--- config.mk ---
export PLATFORM = sky130hd
export DESIGN_NAME = seq_alu_core
export DESIGN_NICKNAME = d
export VERILOG_FILES = /design/src/rtl/seq_alu_pkg.sv /design/src/rtl/seq_alu_mul.sv /design/src/rtl/seq_alu_core.sv
export SDC_FILE = /design/constraint.sdc
export NUM_CORES = 1
export LEC_CHECK = 0
export BUFFER_PORTS_ARGS = -buffer_cell sky130_fd_sc_hd__buf_2
export CAP_MARGIN = 20
export CORE_MARGIN = 5
export CORE_UTILIZATION = 40
export CTS_CLUSTER_DIAMETER = 200
export DETAILED_ROUTE_END_ITERATION = 7
export PLACE_DENSITY_LB_ADDON = 0.12
export SYNTH_ARGS = -nofsm -noshare
export SYNTH_HDL_FRONTEND = slang
export SYNTH_HIERARCHICAL = 1
export SYNTH_SLANG_ARGS = --single-unit
--- constraint.sdc ---
create_clock -name clk -period 2.6 [get_ports clk]
set_input_delay 0.13 -clock clk [delete_from_list [all_inputs] [get_ports clk]]
set_output_delay 0.13 -clock clk [all_outputs]
set_load 0.05 [all_outputs]
--- src/rtl/seq_alu_pkg.sv ---
// Shared definitions for the sequential accumulator ALU: opcodes, FSM states,
// flag bit positions and a helper that assembles the flag nibble.
package seq_alu_pkg;

   localparam logic [3:0] OP_PASS = 4'd0;
   localparam logic [3:0] OP_AND  = 4'd1;
   localparam logic [3:0] OP_OR   = 4'd2;
   localparam logic [3:0] OP_XOR  = 4'd3;
   localparam logic [3:0] OP_ADD  = 4'd4;
   localparam logic [3:0] OP_SUB  = 4'd5;
   localparam logic [3:0] OP_SHL1 = 4'd6;
   localparam logic [3:0] OP_SHR1 = 4'd7;
   localparam logic [3:0] OP_MUL  = 4'd8;
   localparam logic [3:0] OP_CLR  = 4'd9;

   localparam int FLAG_Z   = 0;
   localparam int FLAG_C   = 1;
   localparam int FLAG_N   = 2;
   localparam int FLAG_ERR = 3;

   typedef enum logic [1:0] {
      ST_IDLE = 2'd0,
      ST_MUL  = 2'd1,
      ST_RESP = 2'd2
   } state_e;

   // Places the four flag bits at their architectural positions.
   function automatic logic [3:0] pack_flags(input logic err, input logic carry,
                                             input logic neg, input logic zero);
      logic [3:0] f;
      f           = '0;
      f[FLAG_ERR] = err;
      f[FLAG_N]   = neg;
      f[FLAG_C]   = carry;
      f[FLAG_Z]   = zero;
      return f;
   endfunction

endpackage

--- src/rtl/seq_alu_mul.sv ---
// Iterative shift-add multiplier: consumes one multiplier bit per cycle and
// takes exactly WIDTH busy cycles regardless of operand values. The product
// output already includes the current step, so it is complete while done=1.
module seq_alu_mul
   import seq_alu_pkg::*;
#(
   parameter int WIDTH = 8
) (
   input  logic               clk,
   input  logic               rst,
   input  logic               start,
   input  logic [WIDTH-1:0]   a,
   input  logic [WIDTH-1:0]   b,
   output logic               busy,
   output logic               done,
   output logic [2*WIDTH-1:0] product
);

   localparam int CW = $clog2(WIDTH + 1);

   logic                 busy_q, busy_d;
   logic [CW-1:0]        cnt_q, cnt_d;
   logic [2*WIDTH-1:0]   mcand_q, mcand_d;
   logic [WIDTH-1:0]     mplier_q, mplier_d;
   logic [2*WIDTH-1:0]   prod_q, prod_d;
   logic [2*WIDTH-1:0]   prod_sum;

   // Partial product plus this cycle's conditional addend.
   always_comb begin
      prod_sum = prod_q + (mplier_q[0] ? mcand_q : '0);
   end

   // Load operands on start, otherwise advance one multiplier bit per busy cycle.
   always_comb begin
      busy_d   = busy_q;
      cnt_d    = cnt_q;
      mcand_d  = mcand_q;
      mplier_d = mplier_q;
      prod_d   = prod_q;
      if (start) begin
         busy_d   = 1'b1;
         cnt_d    = CW'(WIDTH);
         mcand_d  = {{WIDTH{1'b0}}, a};
         mplier_d = b;
         prod_d   = '0;
      end else if (busy_q) begin
         prod_d   = prod_sum;
         mcand_d  = mcand_q << 1;
         mplier_d = mplier_q >> 1;
         cnt_d    = cnt_q - CW'(1);
         if (cnt_q == CW'(1)) begin
            busy_d = 1'b0;
         end
      end
   end

   // Multiplier state registers, cleared by reset so an aborted multiply leaves nothing behind.
   always_ff @(posedge clk or posedge rst) begin
      if (rst) begin
         busy_q   <= 1'b0;
         cnt_q    <= '0;
         mcand_q  <= '0;
         mplier_q <= '0;
         prod_q   <= '0;
      end else begin
         busy_q   <= busy_d;
         cnt_q    <= cnt_d;
         mcand_q  <= mcand_d;
         mplier_q <= mplier_d;
         prod_q   <= prod_d;
      end
   end

   assign busy    = busy_q;
   assign done    = busy_q && (cnt_q == CW'(1));
   assign product = prod_sum;

endmodule

--- src/rtl/seq_alu_core.sv ---
// Sequential accumulator ALU: accepts one command in IDLE, applies single-cycle
// ops immediately or runs the iterative multiplier, then presents the result in
// RESP until the consumer takes it.
module seq_alu_core
   import seq_alu_pkg::*;
#(
   parameter int WIDTH = 8
) (
   input  logic             clk,
   input  logic             rst,
   input  logic             in_valid,
   output logic             in_ready,
   input  logic [3:0]       in_op,
   input  logic [WIDTH-1:0] in_b,
   output logic             out_valid,
   input  logic             out_ready,
   output logic [WIDTH-1:0] out_acc,
   output logic [3:0]       out_flags
);

   state_e               state_q, state_d;
   logic [WIDTH-1:0]     acc_q, acc_d;
   logic [3:0]           flags_q, flags_d;

   logic                 accept;
   logic                 is_mul;
   logic                 mul_start;
   logic                 mul_busy;
   logic                 mul_done;
   logic [2*WIDTH-1:0]   mul_product;

   logic [WIDTH-1:0]     alu_res;
   logic                 alu_c;
   logic                 alu_err;
   logic [WIDTH:0]       sum_ext;
   logic [WIDTH:0]       diff_ext;

   assign accept    = in_valid && in_ready;
   assign is_mul    = (in_op == OP_MUL);
   assign mul_start = accept && is_mul && !mul_busy;

   seq_alu_mul #(.WIDTH(WIDTH)) u_mul (
      .clk     (clk),
      .rst     (rst),
      .start   (mul_start),
      .a       (acc_q),
      .b       (in_b),
      .busy    (mul_busy),
      .done    (mul_done),
      .product (mul_product)
   );

   // Single-cycle ALU; the borrow of the extended subtraction is exactly acc < B.
   always_comb begin
      sum_ext  = {1'b0, acc_q} + {1'b0, in_b};
      diff_ext = {1'b0, acc_q} - {1'b0, in_b};
      alu_res  = acc_q;
      alu_c    = 1'b0;
      alu_err  = 1'b0;
      case (in_op)
         OP_PASS: alu_res = in_b;
         OP_AND:  alu_res = acc_q & in_b;
         OP_OR:   alu_res = acc_q | in_b;
         OP_XOR:  alu_res = acc_q ^ in_b;
         OP_ADD: begin
            alu_res = sum_ext[WIDTH-1:0];
            alu_c   = sum_ext[WIDTH];
         end
         OP_SUB: begin
            alu_res = diff_ext[WIDTH-1:0];
            alu_c   = diff_ext[WIDTH];
         end
         OP_SHL1: begin
            alu_res = {acc_q[WIDTH-2:0], 1'b0};
            alu_c   = acc_q[WIDTH-1];
         end
         OP_SHR1: begin
            alu_res = {1'b0, acc_q[WIDTH-1:1]};
            alu_c   = acc_q[0];
         end
         OP_MUL:  alu_res = acc_q;
         OP_CLR:  alu_res = '0;
         default: alu_err = 1'b1;
      endcase
   end

   // Next-state logic: multiply detours through MUL until the multiplier signals done.
   always_comb begin
      state_d = state_q;
      case (state_q)
         ST_IDLE: begin
            if (accept) begin
               state_d = is_mul ? ST_MUL : ST_RESP;
            end
         end
         ST_MUL: begin
            if (mul_done) begin
               state_d = ST_RESP;
            end
         end
         ST_RESP: begin
            if (out_ready) begin
               state_d = ST_IDLE;
            end
         end
         default: state_d = ST_IDLE;
      endcase
   end

   // Accumulator and flags change only at a non-MUL accept or at multiply completion.
   always_comb begin
      acc_d   = acc_q;
      flags_d = flags_q;
      if (accept && !is_mul) begin
         acc_d   = alu_res;
         flags_d = pack_flags(alu_err, alu_c, alu_res[WIDTH-1], (alu_res == '0));
      end else if ((state_q == ST_MUL) && mul_done) begin
         acc_d   = mul_product[WIDTH-1:0];
         flags_d = pack_flags(1'b0, |mul_product[2*WIDTH-1:WIDTH],
                              mul_product[WIDTH-1], (mul_product[WIDTH-1:0] == '0));
      end
   end

   // State, accumulator and flag registers.
   always_ff @(posedge clk or posedge rst) begin
      if (rst) begin
         state_q <= ST_IDLE;
         acc_q   <= '0;
         flags_q <= '0;
      end else begin
         state_q <= state_d;
         acc_q   <= acc_d;
         flags_q <= flags_d;
      end
   end

   // Handshake outputs decoded purely from the current state.
   always_comb begin
      in_ready  = (state_q == ST_IDLE);
      out_valid = (state_q == ST_RESP);
   end

   assign out_acc   = acc_q;
   assign out_flags = flags_q;

endmodule

==> impl_metrics.tcl, run 1 <==
set metrics [dict create \
    reg2regPathDepth 12 \
    initial_utilization_pct 40.7 \
    grt_max_degree 49 \
    htree_levels 3 \
    critPathKind "flop to flop" \
    grt_pass1_vias 4866 \
    synth_top_cells_by_area "dfrtp_1 28%, ha_1 10%, mux2i_1 7.2%" \
    clock_power_share_pct 16.8 \
    synth_most_common_cell "nor2_1" \
    maxSlewHeadroom_pct 52.2 \
    cts_root_buffer "clkbuf_16" \
    ys_ff_latch 58 \
    synth_simple_gate_area_share_pct 20.3 \
    synthXorXnorAreaFrac_pct 3.58 \
    wl_um 15300 \
    outcome "finished, violations left" \
    dp_hpwl_um 11500 \
    p_leak_uw 0.00315 \
    wl_per_cell_um 17.2 \
    syn_to_final_growth_pct 32.5 \
    p_sw_uw 3090 \
    vias 4794 \
    avgSynthCellArea_um2 8.67 \
    layout_setup_ws_ns -0.150 \
    post-route-util_pct 54.0 \
    synth_top_family_by_area "compound AO/OA/AOI/OAI gates" \
    tns_ns -0.249 \
    ys_types 75 \
    grt_util_all_layers_pct 21.6 \
    worst_pin_slew_ns 0.716 \
    die_y_um 123 \
    drv_slew 0 \
    gr-total-overflow 0 \
    num_antenna_cells 0 \
    cap_violations 0 \
    fin_skew_ns 0.00700 \
    fill_cells 1239 \
    die-area_mm2 0.0152 \
    synth-main-ff-cell "dfrtp_1" \
    yosysSeqAreaShare_pct 28.2 \
    cts-buffers-inserted 9 \
    clkSinkCount 58 \
    power_frac_comb_pct 61.0 \
    netlist_area_mm2 0.00514 \
    path_clk_slew_ns 0.05 \
    finalCritPeriodShare_pct 106 \
    cts_tree "done" \
    switching_share_pct 43.1 \
    crit_required_ns 2.83 \
    hp-start "in_b[2]" \
    hold_path.class "input pin to flop" \
    clock_path_buffers 2 \
    netlist.area_leader.share_pct 28.2 \
    port_buffers 29 \
    wl_met3_um 582 \
    violations "setup timing" \
    end_kind "flop" \
    final_nets 771 \
    ioPinCount 30 \
    synth_enable_flop_cells 0 \
    peakVddDrop_uv 634 \
    fmax_mhz 364 \
    core-area_mm2 0.0126 \
    powerDensity_mw_per_mm2 1050 \
    min_delay_worst_endpoint "u_mul/mplier_q[2]" \
    yosys.area.top_type "dfrtp_1" \
    crit_path_start_kind "flop" \
    hold_violations 0 \
    intPower_uw 4080 \
    core.rowCount 41 \
    p_seq_share_pct 22.2 \
    rsz0062_at_grt "yes" \
    timing.rr.end "out_flags[1]" \
    top_layer "met4" \
    clock_latency_ns 0.34 \
    gp_congestion 0.884 \
    synth_compound_area_share_pct 21.0 \
    synthAdderAreaFrac_pct 11.4 \
    r2r_slack_ns -0.15 \
    viasPerCell 5.40 \
    grt_pass1_wl_um 25500 \
    yosysWarnings 6 \
    setup_viol 3 \
    met1Wirelength_um 7590 \
    synthCells 593 \
    path_max_fanout 6 \
    antenna_found_initial 0 \
    synth_mux_area_share_pct 9.40 \
    dr.pass1.iters 7 \
    synthArstFlopShare_pct 100 \
    route.met2.wl_um 6920 \
    synth_nets 654 \
    fin_crit_ns 2.75 \
    hold_depth 3 \
    drc 0 \
    crit_arrival_ns 2.98 \
    antenna_left 0 \
    die_w_um 123 \
    drtIter0Drc 303 \
    layout-drive-gt1-share_pct 32.6 \
    rr_startpoint "u_mul/mplier_q[0]" \
    synth_commonest_cells "60 x nor2_1, 58 x dfrtp_1, 53 x nand2_1, 42 x ha_1, 37 x mux2i_1" \
]
[critical path, cell delays in order (launching register included)]
cell and delay, ns:
dfrtp_2 0.44, buf_6 0.14, and2_4 0.16, ha_4 0.24, a21oi_4 0.17, a21oi_2 0.07
o311a_1 0.36, a2111oi_4 0.34, xnor2_1 0.12, nor4_2 0.29, a21oi_1 0.10, nor2_1 0.11
a21oi_1 0.08
[power by group through the flow]
stage / clock network [uW] / registers, uW / logic (uW)
after detailed placement: 0 / 1590 / 3970
final: 1210 / 1590 / 4370
after CTS: 1230 / 1590 / 4260
after floorplan: 0 / 1820 / 2320
after global routing: 1270 / 1640 / 4770
after global placement: 0 / 1580 / 3920
[how the worst max path moves through the flow]
stage | startpoint | cells past startpoint | to | slack (ns)
after floorplan | u_mul/mplier_q[0] | 13 | out_flags[1] | -0.04
after global placement | u_mul/mplier_q[0] | 11 | out_flags[1] | -0.35
after detailed placement | u_mul/mplier_q[0] | 11 | out_flags[1] | -0.48
after CTS | u_mul/mplier_q[0] | 12 | out_flags[1] | -0.16
after global routing | u_mul/mplier_q[0] | 12 | out_flags[1] | -0.28
final | u_mul/mplier_q[0] | 12 | out_flags[1] | -0.15
[cells in the final DEF (no fill, tap or decap), drive strengths merged, types with 14 or more instances in the layout]
cell	instances
mux2i	37
buf	138
dfrtp	58
xnor2	14
a21oi	32
o21ai	37
nor2	61
inv	34
nand2	53
nand3	15
and2	18
clkbuf	14
ha	42
[state kept, by name, summed over array words and instances (netlist names)]
register / flops
state_q: 2
u_mul/mcand_q: 16
u_mul/cnt_q: 4
u_mul/prod_q: 16
u_mul/mplier_q: 8
out_acc: 7
u_mul/busy: 1
out_flags: 4
[per-layer routing]
layer / global-route usage, % / vias up
li1: - / 2351
met1: 31.2 / 2339
met2: 33.1 / 89
met3: 3.98 / 15
met4: 5.61 / 0
met5: 0 / -
[area by class of cell]
cell class	instances	area [um^2]	share of cell area [%]
Sequential cell	58	1460	21.4
Clock inverter	2	35.0	0.515
Multi-Input combinational cell	467	3680	54.1
Tap cell	172	215	3.16
Timing Repair Buffer	140	1020	15.0
Clock buffer	14	264	3.88
Inverter	34	128	1.87
[kinds of logic after synthesis]
kind of cell,Yosys count
flops,58
fa+ha+maj,45
buf+inv,68
xor+xnor,21
simple gates,208
mux,44
compound gates,149
[timing repair]
item | 4_1_cts | 5_1_grt
pin swaps | 30 | 17
endpoints found under the hold margin | 14 | 0
hold buffers | 2 | 0
resized for setup | 34 | 20
cloned | 0 | 0
setup endpoints to repair | 8 | 7
setup buffers | 13 | 1
[per-stage QoR]
stage / hold WS, ns / total power [uW] / cell area, um^2 / setup slack [ns] / cells
2_1_floorplan: 0.00669 / 4140 / 5210 / -0.0426 / 593
3_3_place_gp: 0.239 / 5500 / 6100 / -0.349 / 854
3_5_place_dp: 0.247 / 5560 / 6100 / -0.480 / 854
4_1_cts: 0.0650 / 7080 / 6700 / -0.159 / 885
5_1_grt: 0.0743 / 7680 / 6810 / -0.283 / 887
6_report: 0.0725 / 7160 / 6810 / -0.150 / 887
Note: power is estimated with default switching activity, not from simulation.
==> run 2, diff against run 1 <==
CORE_UTILIZATION = 56   (was 40)
REMOVE_ABC_BUFFERS = 1   (was unset)
SLEW_MARGIN = 20   (was unset)
==> impl_metrics.tcl, run 2 (synthesis gave the netlist of run 1 again) <==
set metrics [dict create \
    clock_path_buffers 2 \
    grt_pass1_wl_um 24700 \
    tns_ns -0.366 \
    layout_commonest_cell "buf_4" \
    grt_util_all_layers_pct 27.5 \
    reg2regPathDepth 13 \
    peakVddDrop_uv 599 \
    fill_cells 685 \
    outcome "finished, violations left" \
    p_leak_uw 0.00303 \
    die-area_mm2 0.0112 \
    hold_depth 2 \
    clkSinkCount 58 \
    vias 4984 \
    gr-total-overflow 0 \
    final_nets 754 \
    timing.rr.end "out_flags[1]" \
    dr.pass1.iters 7 \
    crit_chain "buf_6 -> and2_1 -> ha_1 -> a21o_1 -> a31oi_1 -> o21ai_2 -> nand3_1 -> nor2b_2 -> xnor2_1 -> nor4_2 -> a21oi_1 -> nor2_1 -> a21oi_1" \
    final_area_mm2 0.00650 \
    path_clk_slew_ns 0.07 \
    rr_startpoint "u_mul/mplier_q[0]" \
    cp_slowest_cell "dfrtp_1" \
    num_antenna_cells 0 \
    crit_required_ns 2.80 \
    final_cell_mix "86 x buf_4, 57 x nor2_1, 57 x dfrtp_1" \
    layout_setup_ws_ns -0.198 \
    syn_to_final_growth_pct 26.6 \
    hold_violations 0 \
    slowest_delay_ns 0.41 \
    fin_skew_ns 0.00841 \
    fmax_mhz 357 \
    whs_ns 0.00891 \
    cts-buffers-inserted 9 \
    cts_tree "done" \
    core.rowCount 35 \
    crit_path_start_kind "flop" \
    largest_registers "u_mul/mcand_q x16, u_mul/prod_q x16, u_mul/mplier_q x8" \
    hold_path.class "input pin to flop" \
    grt_pass1_vias 4935 \
    fin_crit_ns 2.80 \
    critPathKind "flop to flop" \
    wl_per_cell_um 19.1 \
    die_y_um 106 \
    layout-drive-gt1-share_pct 30.9 \
    worst_pin_slew_ns 0.823 \
    drtIter0Drc 294 \
    cts_root_buffer "clkbuf_8" \
    port_buffers 29 \
    min_delay_worst_endpoint "state_q[1]" \
    cp_num_buf_inv 1 \
    hp-start "out_ready" \
    antenna_found_initial 0 \
    htree_levels 3 \
    cpLargestDelayFamily "simple AND/OR/NAND/NOR gates" \
    drv_slew 0 \
    powerDensity_mw_per_mm2 1050 \
    violations "setup timing" \
    antenna_left 0 \
    crit_cells 13 \
    initial_utilization_pct 56.4 \
    grt_max_degree 49 \
    critPathMostFrequentCell "a21oi_1" \
    viasPerCell 6.16 \
    maxSlewHeadroom_pct 45.1 \
    clock_latency_ns 0.34 \
    end_kind "flop" \
    drc 0 \
    dp_hpwl_um 11100 \
    crit_arrival_ns 3.00 \
    wl_um 15500 \
    setup_viol 5 \
    r2r_slack_ns -0.20 \
    gp_congestion 0.954 \
    placed_area_mm2 0.00583 \
    cap_violations 0 \
    die_w_um 106 \
    finalCritPeriodShare_pct 108 \
    post-route-util_pct 71.4 \
    rsz0062_at_grt "yes" \
    ioPinCount 30 \
    path_max_fanout 6 \
    core-area_mm2 0.00911 \
]
[run 2: timing repair]
| item | in CTS | in global routing |
|---|---|---|
| resized for setup | 34 | 34 |
| hold endpoints to repair | 32 | 0 |
| setup buffers | 9 | 8 |
| cloned | 0 | 0 |
| hold buffers | 1 | 0 |
| pin swaps | 28 | 31 |
| endpoints found under the setup margin | 7 | 9 |
[run 2: power by group]
group          switching, uW  internal (uW)
clock network            381            563
registers                334           1270
logic                   2400           1900
[run 2: metal layers]
metal / up-vias / share of wire, % / track usage [%]
met5: - / 0 / 0
met1: 2437 / 42 / 34.7
met4: 0 / 3.5 / 12.0
li1: 2338 / - / -
met2: 171 / 49 / 46.6
met3: 38 / 4.7 / 4.29
[run 2: how the worst max path moves through the flow]
stage | slack [ns] | startpoint | endpoint
2_1_floorplan | -2.71 | state_q[1] | u_mul/prod_q[6]
3_3_place_gp | -0.23 | u_mul/mplier_q[0] | out_flags[1]
3_5_place_dp | -0.29 | u_mul/mplier_q[0] | out_flags[1]
4_1_cts | -0.15 | u_mul/mplier_q[0] | out_flags[1]
5_1_grt | -0.28 | u_mul/mplier_q[0] | out_flags[1]
6_report | -0.20 | u_mul/mplier_q[0] | out_flags[1]
[run 2: layout make-up]
type / count / area, um^2 / share of cell area (%)
multi-input cells: 467 / 3680 / 56.5
inverters: 34 / 128 / 1.96
repair buffers: 123 / 888 / 13.7
flip-flops and latches: 58 / 1450 / 22.3
clock buffers: 11 / 141 / 2.17
well taps: 111 / 139 / 2.14
clock inverters: 5 / 77.6 / 1.19
[run 2: stage by stage]
stage / power [uW] / setup WS, ns / std cells
after floorplan: 3990 / -2.71 / 559
after global placement: 5310 / -0.229 / 776
after detailed placement: 5410 / -0.291 / 776
after CTS: 6550 / -0.155 / 801
after global routing: 7270 / -0.275 / 809
final: 6850 / -0.198 / 809
[run 2: worst reg2reg max path, delay by kind of cell, from the launching register on]
kind	cells	cell delay, ns
simple gates	5	0.91
compound gates	5	0.79
flops	1	0.41
fa+ha+maj	1	0.31
buf+inv	1	0.15
xor+xnor	1	0.09
